<file path="src/rtl/uart_tx_retrans_ctrl.sv">
// uart_tx_retrans_ctrl: two-requester even-parity UART frame sender with retries.
// Define UART_TX_RR_EN for round-robin arbitration; fixed priority otherwise.
module uart_tx_retrans_ctrl #(
  parameter int TIMEOUT     = 10,
  parameter int MAX_RETRIES = 3
) (
  input  logic       clk,
  input  logic       reset,
  input  logic [1:0] req,
  input  logic [6:0] data0,
  input  logic [6:0] data1,
  input  logic       ack,
  input  logic       nack,
  output logic       signal,
  output logic [1:0] grant,
  output logic       busy,
  output logic [1:0] done,
  output logic [1:0] fail,
  output logic [4:0] resend_count
);
  localparam logic [2:0] IDLE = 3'd0;
  localparam logic [2:0] SEND = 3'd1;
  localparam logic [2:0] WAIT = 3'd2;
  localparam logic [2:0] DONE = 3'd3;
  localparam logic [2:0] FAIL = 3'd4;
  localparam int TW = (TIMEOUT > 1) ? $clog2(TIMEOUT) : 1;

  logic [2:0]    state;
  logic [6:0]    payload;
  logic [3:0]    bit_cnt;
  logic [TW-1:0] timer;
  logic          win;
  logic [9:0]    frame;
  logic          timeout_hit;
  logic          can_retry;

  // frame[0] is the start bit, frame[9] the stop bit
  assign frame       = {1'b1, ^payload, payload, 1'b0};
  assign timeout_hit = (timer == TW'(TIMEOUT - 1));
  assign can_retry   = (resend_count < 5'(MAX_RETRIES));
  assign busy        = (state != IDLE);
  assign done        = (state == DONE) ? grant : 2'b00;
  assign fail        = (state == FAIL) ? grant : 2'b00;

`ifdef UART_TX_RR_EN
  logic last;

  always_comb begin
    if (req == 2'b11) win = ~last;
    else              win = req[1];
  end

  always_ff @(posedge clk or posedge reset) begin
    if (reset)
      last <= 1'b1;
    else if (state == IDLE && req != 2'b00)
      last <= win;
  end
`else
  assign win = ~req[0];
`endif

  always_ff @(posedge clk or posedge reset) begin
    if (reset) begin
      state        <= IDLE;
      signal       <= 1'b1;
      grant        <= 2'b00;
      payload      <= 7'd0;
      bit_cnt      <= 4'd0;
      timer        <= '0;
      resend_count <= 5'd0;
    end else begin
      unique case (state)
        IDLE: begin
          if (req != 2'b00) begin
            state        <= SEND;
            payload      <= win ? data1 : data0;
            grant        <= win ? 2'b10 : 2'b01;
            resend_count <= 5'd0;
            bit_cnt      <= 4'd0;
            signal       <= 1'b0;
          end
        end
        SEND: begin
          if (bit_cnt == 4'd9) begin
            state  <= WAIT;
            timer  <= '0;
            signal <= 1'b1;
          end else begin
            bit_cnt <= bit_cnt + 4'd1;
            signal  <= frame[bit_cnt + 4'd1];
          end
        end
        WAIT: begin
          if (ack) begin
            state <= DONE;
          end else if (nack || timeout_hit) begin
            if (can_retry) begin
              resend_count <= resend_count + 5'd1;
              bit_cnt      <= 4'd0;
              signal       <= 1'b0;
              state        <= SEND;
            end else begin
              state <= FAIL;
            end
          end else begin
            timer <= timer + 1'b1;
          end
        end
        DONE, FAIL: begin
          state <= IDLE;
          grant <= 2'b00;
        end
        default: state <= IDLE;
      endcase
    end
  end
endmodule
</file>
<file path="config.mk">
export PLATFORM = sky130hd
export DESIGN_NAME = uart_tx_retrans_ctrl
export DESIGN_NICKNAME = d
export VERILOG_FILES = /design/src/rtl/uart_tx_retrans_ctrl.sv
export SDC_FILE = /design/constraint.sdc
export NUM_CORES = 1
export LEC_CHECK = 0
export CORE_ASPECT_RATIO = 1.4
export CORE_MARGIN = 8
export CORE_UTILIZATION = 51
export DETAILED_ROUTE_END_ITERATION = 10
export PLACE_DENSITY_LB_ADDON = 0.15
export SLEW_MARGIN = 20
export SYNTH_ARGS = -nofsm -noshare
export SYNTH_HDL_FRONTEND = slang
export SYNTH_SLANG_ARGS = --single-unit
</file>
<file path="constraint.sdc">
create_clock -name clk -period 2.8 [get_ports clk]
set_clock_uncertainty 0.2 [all_clocks]
set_input_delay 0.42 -clock clk [delete_from_list [all_inputs] [get_ports clk]]
set_output_delay 0.42 -clock clk [all_outputs]
set_load 0.03 [all_outputs]
</file>
== Word-level counts from Yosys, hierarchy flattened ==
Cells that the tools add are included.
W data, S select, Z words.
Word-level totals
  register bits: 26
  latch bits: 0
  RAM bits: 0
  memory bits (read-only): 0
  bits of input ports: 20
  output and inout bits: 13
  word-level logic and storage cells: 78
  memories kept: 0
Cells by class
  $add $sub $neg: 3
  multipliers: 0
  div/mod/pow operators: 0
  magnitude comparators: 2
  eq/ne operators: 14
  shift operators: 0
  mux-type cells: 35
  bitwise logic cells: 0
  reductions and logical operators: 17
Operators by type and width (count)
  $mux W4: 8
  $mux W5: 4
  $mux W3: 5
  $ne A2 B2 Y1 const B: 7
  $pmux W4 S3: 1
  $pmux W5 S2: 1
  $reduce_and A5 Y1: 2
  $pmux W3 S3: 1
  $add A4 B1 Y4 const B: 2
  $eq A4 B4 Y1 const B: 2
  $mux W2: 4
  $pmux W4 S2: 1
  $reduce_bool A2 Y1: 4
  $mux W7: 1
  $reduce_xor A7 Y1: 1
  $eq A3 B2 Y1 const B: 2
  $mux W1: 6
  $reduce_and A6 Y1: 1
  $reduce_bool A3 Y1: 2
  $add A5 B1 Y5 const B: 1
  $lt A4 B5 Y1 const B: 1
  $lt A5 B2 Y1 const B: 1
  $bmux W1 S4: 1
  $pmux W2 S2: 1
  other kinds (10): 11

== Longest topological paths before layout ==
Gate-level depths: netlist of run 1.
  word-level depth: 5
  depth in mapped cells: 6
  depth with buffers taken out: 6

== Least setup slack after synthesis of run 1 ==
Ideal clock, no wire load.
  path type: register to output
  start: reg state[1]
  end: out done[0]
  arrival time: 1.454 ns
  required time: 2.180 ns
  path slack: 0.726 ns
  stages on the path, launching flop included: 4
  path buffers: 1
  cell sequence: dfrtp_1 buf_2 clkinv_1 nor3_1
On the way
  longest elaborated chain between the ends: 2
Ends and longest elaborated chain
  from (decl): line 28  | logic [2:0] state;
  from (signal assigned): line 65  | state <= IDLE;
  from (signal assigned): line 76  | state <= SEND;
  from (signal assigned): line 86  | state <= WAIT;
  $eq A3 B2 Y1: line 42  | assign done = (state == DONE) ? grant : 2'b00;
  $mux W2: line 42
  to (decl): line 17  | output logic [1:0] done,
No other way between the ends.

== Worst setup path in the final report of run 1 ==
  start: reg state[1]
  end: out done[1]
Same word-level chain as after synthesis.

==> results by group, run 1 <==
Status
  – Status: complete, no violations

Timing
  – Final Critical Period: 2.54 ns
  – Setup violators final: 0
  – Setup TNS: 0 ns
  – Fmax: 394 MHz
  – Fin crit share: 90.6%
  – Slew Viols, Final: 0
  – Worst-margin pin slew: 0.656 ns
  – Hold WS: 0.305 ns
  – Relative slew margins: 55.7%
  – RSZ-0062 raised after global routing: false
  – Hold Vio Cnt, Final: 0

Yosys
  – Synth area leader: dfrtp_1
  – Post-synthesis simple-gate area fraction: between 10% and 20%
  – Syn Inst Count: 179
  – Mean post-synth cell area: 9.28 um^2
  – Async set-reset flop share out of synthesis: 100%
  – EDFF count, synth: 0
  – Synth Area in XOR/XNOR: 4.30%
  – Yosys reg bits: 26
  – Largest family of logic cells by synthesized area: compound AO/OA/AOI/OAI gates
  – Register area share after synthesis: 39.3%
  – Adder-cell share of the synthesized area: 3.77%
  – Syn Nets: 204
  – Prevailing post-synth register cell: dfrtp_1
  – Synthesized area: 1660 um^2
  – Cell variety after synth: 52
  – Mux share of post-synthesis cell area: 8.06%
  – Top-area cell type share of the netlist area: between 30% and 40%
  – Synth Area in Compound Gates: 21.8%
  – Synth warnings: 0
  – Ranking of synthesized cells by area: dfrtp_1 38%, a21oi_1 6.6%, mux2i_1 6.0%

Power
  – Max VDD drop: roughly 0.00057 V
  – Leak: 0.902 nW
  – Total power: 1.95 mW
  – Pwr per Cell Area: 929 nW/um^2

Floorplan
  – I/O pin count: 33
  – CORE AREA: 3120 um^2
  – Die area: ~5400 um^2
  – Chip Height: roughly 84 um
  – # rows: 24
  – Die W: 64.2 um
  – Initial core utilization: a little over half

Clock tree
  – H-Tree Depth: 1
  – Hold buffers post-CTS: 0
  – CTS tree: built
  – CTS Root Cell: clkbuf_8
  – Worst-skew pair later-pin latency: roughly 0.27 ns
  – Clock slew seen by the registers of the worst setup and hold paths: roughly 0.090 ns
  – Number of CTS-inserted buffers: 3
  – Post-CTS Setup Inserts: 0
  – Sinks on Clock Net: 26
  – Worst-case clock buffer depth: 2
  – PostCTS Resize Cnt: 0

Routing
  – WL final: ~4.1 mm
  – Avg WL per Cell: 16.3 um
  – Drt first pass iters: 5
  – Via count: roughly 1500
  – Final ANT Viol Nets: 0
  – Drt via density: 5.94
  – Drt drc: 0
  – Initial DRC Count: 52

Setup path
  – CP bufs+invs: 1
  – Startpoint types: register
  – Crit path kind: reg2out
  – Slowest CP cell: clkdlybuf4s50_1
  – Max stage delay on crit path: 0.72 ns
  – Top fanout value on the critical path: 13
  – Critical path's top delay family: buffers and inverters
  – Crit-path cells: nand2_1 > nor3b_1 > clkdlybuf4s50_1
  – Worst path arrival time: approximately 1.9 ns
  – CP endpoint kind: primary output
  – CP Data Required Time: 2.18 ns
  – R2R setup slack: 0.54 ns

Placement
  – # port buffers: 32
  – Placer Congestion: 0.865
  – DP HPWL: 3.20 mm
  – Placed cells: 250

Global route
  – Initial antenna violation count: 0
  – Largest net degree at the start of global routing: 27
  – Global-route wire length before repair: a little over 7 mm
  – GRT overflow: 0
  – GRT Overall Usage: 16.0%
  – Vias in the first global route: approximately 1600

Finish
  – Area Growth Syn to Fin: 26.4%
  – Share of post-route cells with drive strength above 1: between 6 and 7%
  – NumNets Final: 241
  – Layout Cells excl Fill: ~250
  – Antenna Cells: 0

Flow run
  – Maximum Capacitance Violations: 0

Min path
  – Hold Crit Class: in2async
==> through the flow <==
stage                     utilization, %  setup slack (ns)  instance area (um^2)
after floorplan                        -             0.726                  1660
after global placement              65.7             0.463                  2050
after detailed placement            65.7             0.385                  2050
after CTS                           67.2             0.263                  2100
after global routing                67.2             0.188                  2100
final                               67.2             0.264                  2100
==> worst reg2reg max path: stages, from the launching register on <==
cell     delay (ns)
dfrtp_1        0.57
or3b_1         0.47
or4_1          0.44
or3_1          0.36
a21oi_1        0.15
==> cell usage after synthesis, types with 2 or more instances <==
cell type	number
ha_1	5
mux2i_1	10
a21oi_1	22
o221ai_1	2
a21boi_0	2
inv_1	14
nor3_1	3
clkbuf_1	4
dfrtp_1	25
o2bb2ai_1	2
or4_1	2
nor2_1	15
xnor3_1	2
nor2b_1	2
nor3b_1	2
xnor2_1	2
nand2_1	8
and3_1	4
o22ai_1	4
o21ai_0	3
o31ai_1	2
buf_2	2
a21o_1	2
o211ai_1	4
and3b_1	2
nand3_1	3
nand3b_1	3
nor4_1	3
or3_1	2
==> sequential cells by signal, indices dropped and copies added (netlist names) <==
register and flops:
bit_cnt 4, grant 2, payload 7, resend_count 5
signal 1, state 3, timer 4
==> cells in the final DEF, fill, tap and decap left out, types with 3 or more instances in the layout <==
cell type,netlist,layout
buf_4,0,7
nor2_1,15,15
o21ai_0,3,3
o211ai_1,4,4
clkbuf_8,0,3
mux2i_1,10,10
and3_1,4,4
clkdlybuf4s50_1,0,32
inv_1,14,14
ha_1,5,5
a21oi_1,22,22
nor3_1,3,3
o22ai_1,4,4
nand3b_1,3,3
dfrtp_1,25,25
nor4_1,3,3
nand3_1,3,3
nand2_1,8,8
==> routing by layer <==
layer	vias up	part of all wire [%]	GRT usage (%)
met2	37	54	28.2
met4	0	1.2	6.57
met5	-	0	0
met3	6	4.3	2.96
met1	733	40	18.1
li1	734	-	-
==> cell type report <==
type                       instances  area [um^2]
sequential                        26          652
clock buffer                       4         45.0
timing repair buffer              39          373
tap                               39         48.8
multi-input combinational        131          923
inverter                          15         56.3
fill                             266         1020
==> logic make-up (layout without fill, tap and decap cells) <==
| kind of cell | after synthesis | in the layout |
|---|---|---|
| xor gates and xnor gates | 5 | 5 |
| buffers and inverters | 22 | 58 |
| and+or+nand+nor | 54 | 54 |
| AOI/OAI and AO/OA | 55 | 55 |
| muxes | 12 | 12 |
| DFF | 26 | 26 |
| adders and majority gates | 5 | 5 |
==> where the power goes <==
| group | internal, mW | switching, mW |
|---|---|---|
| Combinational | 0.526 | 0.514 |
| Clock | 0.102 | 0.120 |
| Sequential | 0.508 | 0.178 |
| Total | 1.14 | 0.812 |
==> path summary, 6_finish.rpt <==
kind	to	cells past startpoint	from
setup reg to reg	timer[3]	4	state[1]
setup / recovery	done[1]	3	state[1]
hold reg to reg	signal	2	signal
min in group clk	signal	2	signal
hold / removal	grant[1]	3	reset
max in group asynchronous	signal	3	reset
Power figures use the tool's default switching activity.
==> run 2: changes to the inputs <==
- RECOVER_POWER: not set -> 100
==> run 2 against run 1 <==
Wire length grew 0.61%. Die area is the same. Non-clock buffer count is the same. Critical path type unchanged. Critical endpoint is now busy. Largest power group unchanged. Highest routed layer unchanged.
==> results by group, run 2 (synthesis results as in run 1) <==
Timing
  – Hold Vio Cnt, Final: 0
  – Relative slew margins: about 4.3%
  – Worst-margin pin slew: 1.44 ns
  – Fin crit share: 92.8%
  – Final Critical Period: 2.60 ns
  – Setup violators final: 0
  – Fmax: around 380 MHz
  – RSZ-0062 raised after global routing: false
  – Final setup slack of the worst path: 0.201 ns
  – Setup TNS: 0 ns
  – Slew Viols, Final: 0

Setup path
  – Worst reg2reg endpoint: resend_count[0]
  – CP Data Required Time: 2.18 ns
  – Critical Path Start: state[0]
  – CP endpoint kind: primary output
  – Crit-path cells: or3_1 > dlygate4sd3_1
  – Worst r2r path cells: 5
  – Slowest CP cell: dlygate4sd3_1
  – Startpoint types: register
  – Worst reg2reg path startpoint: state[1]
  – Crit path to: busy
  – Crit path kind: reg2out
  – Max stage delay on crit path: 0.72 ns
  – R2R setup slack: roughly 0.46 ns
  – Worst path arrival time: ~2.0 ns
  – Top fanout value on the critical path: 15

Floorplan
  – Die area: around 5400 um^2
  – CORE AREA: 3120 um^2
  – I/O pin count: 33
  – Initial core utilization: 53.2%
  – Chip Height: 83.5 um
  – # rows: 24
  – Die W: 64.2 um

Flow run
  – Maximum Capacitance Violations: 0

Clock tree
  – Number of CTS-inserted buffers: 3
  – Post-CTS Setup Inserts: 0
  – Clock slew seen by the registers of the worst setup and hold paths: ~0.09 ns
  – Worst-case clock buffer depth: 2
  – Sinks on Clock Net: 26
  – Hold buffers post-CTS: 0
  – Worst-skew pair later-pin latency: 0.27 ns
  – CTS Root Cell: clkbuf_8
  – H-Tree Depth: 1
  – PostCTS Resize Cnt: 0
  – CTS tree: built

Finish
  – Most frequent cells in the layout: 25 x dfrtp_1, 22 x a21oi_1, 18 x clkdlybuf4s50_1
  – Antenna Cells: 0
  – Largest Register: payload
  – Layout Cells excl Fill: 254
  – Core Util, Final: 66.6%
  – Area Growth Syn to Fin: 25.2%
  – Top Registers: payload (7), resend_count (5)
  – Max reg flops: 7
  – NumNets Final: 241
  – Commonest non-fill, non-tap cell in the layout: dfrtp_1
  – Share of post-route cells with drive strength above 1: roughly 4.2%

Min path
  – Hold Crit Class: reg2reg

Global route
  – GRT overflow: 0
  – GRT Overall Usage: 16.0%
  – Vias in the first global route: approximately 1600
  – Global-route wire length before repair: just over 7 mm
  – Largest net degree at the start of global routing: 27
  – Initial antenna violation count: 0

Routing
  – Avg WL per Cell: 16.4 um
  – Via count: between 1500 and 2000
  – Initial DRC Count: 60
  – Final ANT Viol Nets: 0
  – Drt first pass iters: 4
  – WL final: 4.16 mm
  – Drt drc: 0
  – Drt via density: 5.98

Power
  – Max VDD drop: between 0.0005 and 0.0006 V
  – Total power: 1.92 mW
  – Leak: 0.919 nW
  – Pwr per Cell Area: 922 nW/um^2

Placement
  – Placer Congestion: ~0.86
  – Dpl ws: about 0.38 ns
  – Placed cells: 250
  – # port buffers: 32
  – DP HPWL: about 3.2 mm

Status
  – Status: complete, no violations
## run 2: stage by stage
| stage | hold slack (ns) | instance area [um^2] |
|---|---|---|
| after floorplan | 0.259 | 1660 |
| after global placement | 0.330 | 2050 |
| after detailed placement | 0.347 | 2050 |
| after CTS | 0.322 | 2100 |
| after global routing | 0.410 | 2080 |
| final | 0.365 | 2080 |
## run 2: power by group
part	internal, mW	leakage (nW)	switching, mW
registers	0.508	0.326	0.177
logic	0.494	0.571	0.512
clock network	0.102	0.0228	0.122
## run 2: layout make-up
class                   instances  area [um^2]
repair buffers                 39          354
fillers                       272         1040
inverters                      15         56.3
clock buffers                   4         45.0
flip-flops and latches         26          652
well taps                      39         48.8
multi-input cells             131          923
## run 2: worst min path at each step
stage / start / depth (start not counted) / to
6_report: signal / 2 / signal
4_1_cts: reset / 3 / grant[1]
2_1_floorplan: reset / 1 / bit_cnt[0]
5_1_grt: payload[4] / 2 / payload[4]
3_5_place_dp: signal / 2 / signal
3_3_place_gp: signal / 2 / signal
## run 2: per-layer routing
metal  track usage (%)  vias up  share of wire (%)
li1                  -      733                  -
met1              18.1      726                 39
met2              28.2       48                 54
met4              6.57        0                1.9
met5                 0        -                  0
met3              2.96       11                4.9
## run 2: worst max-delay path, delay by kind of cell (launching register included)
family	cells	cell delay, ns
buffers and inverters	1	0.72
DFF	1	0.53
and+or+nand+nor	1	0.46
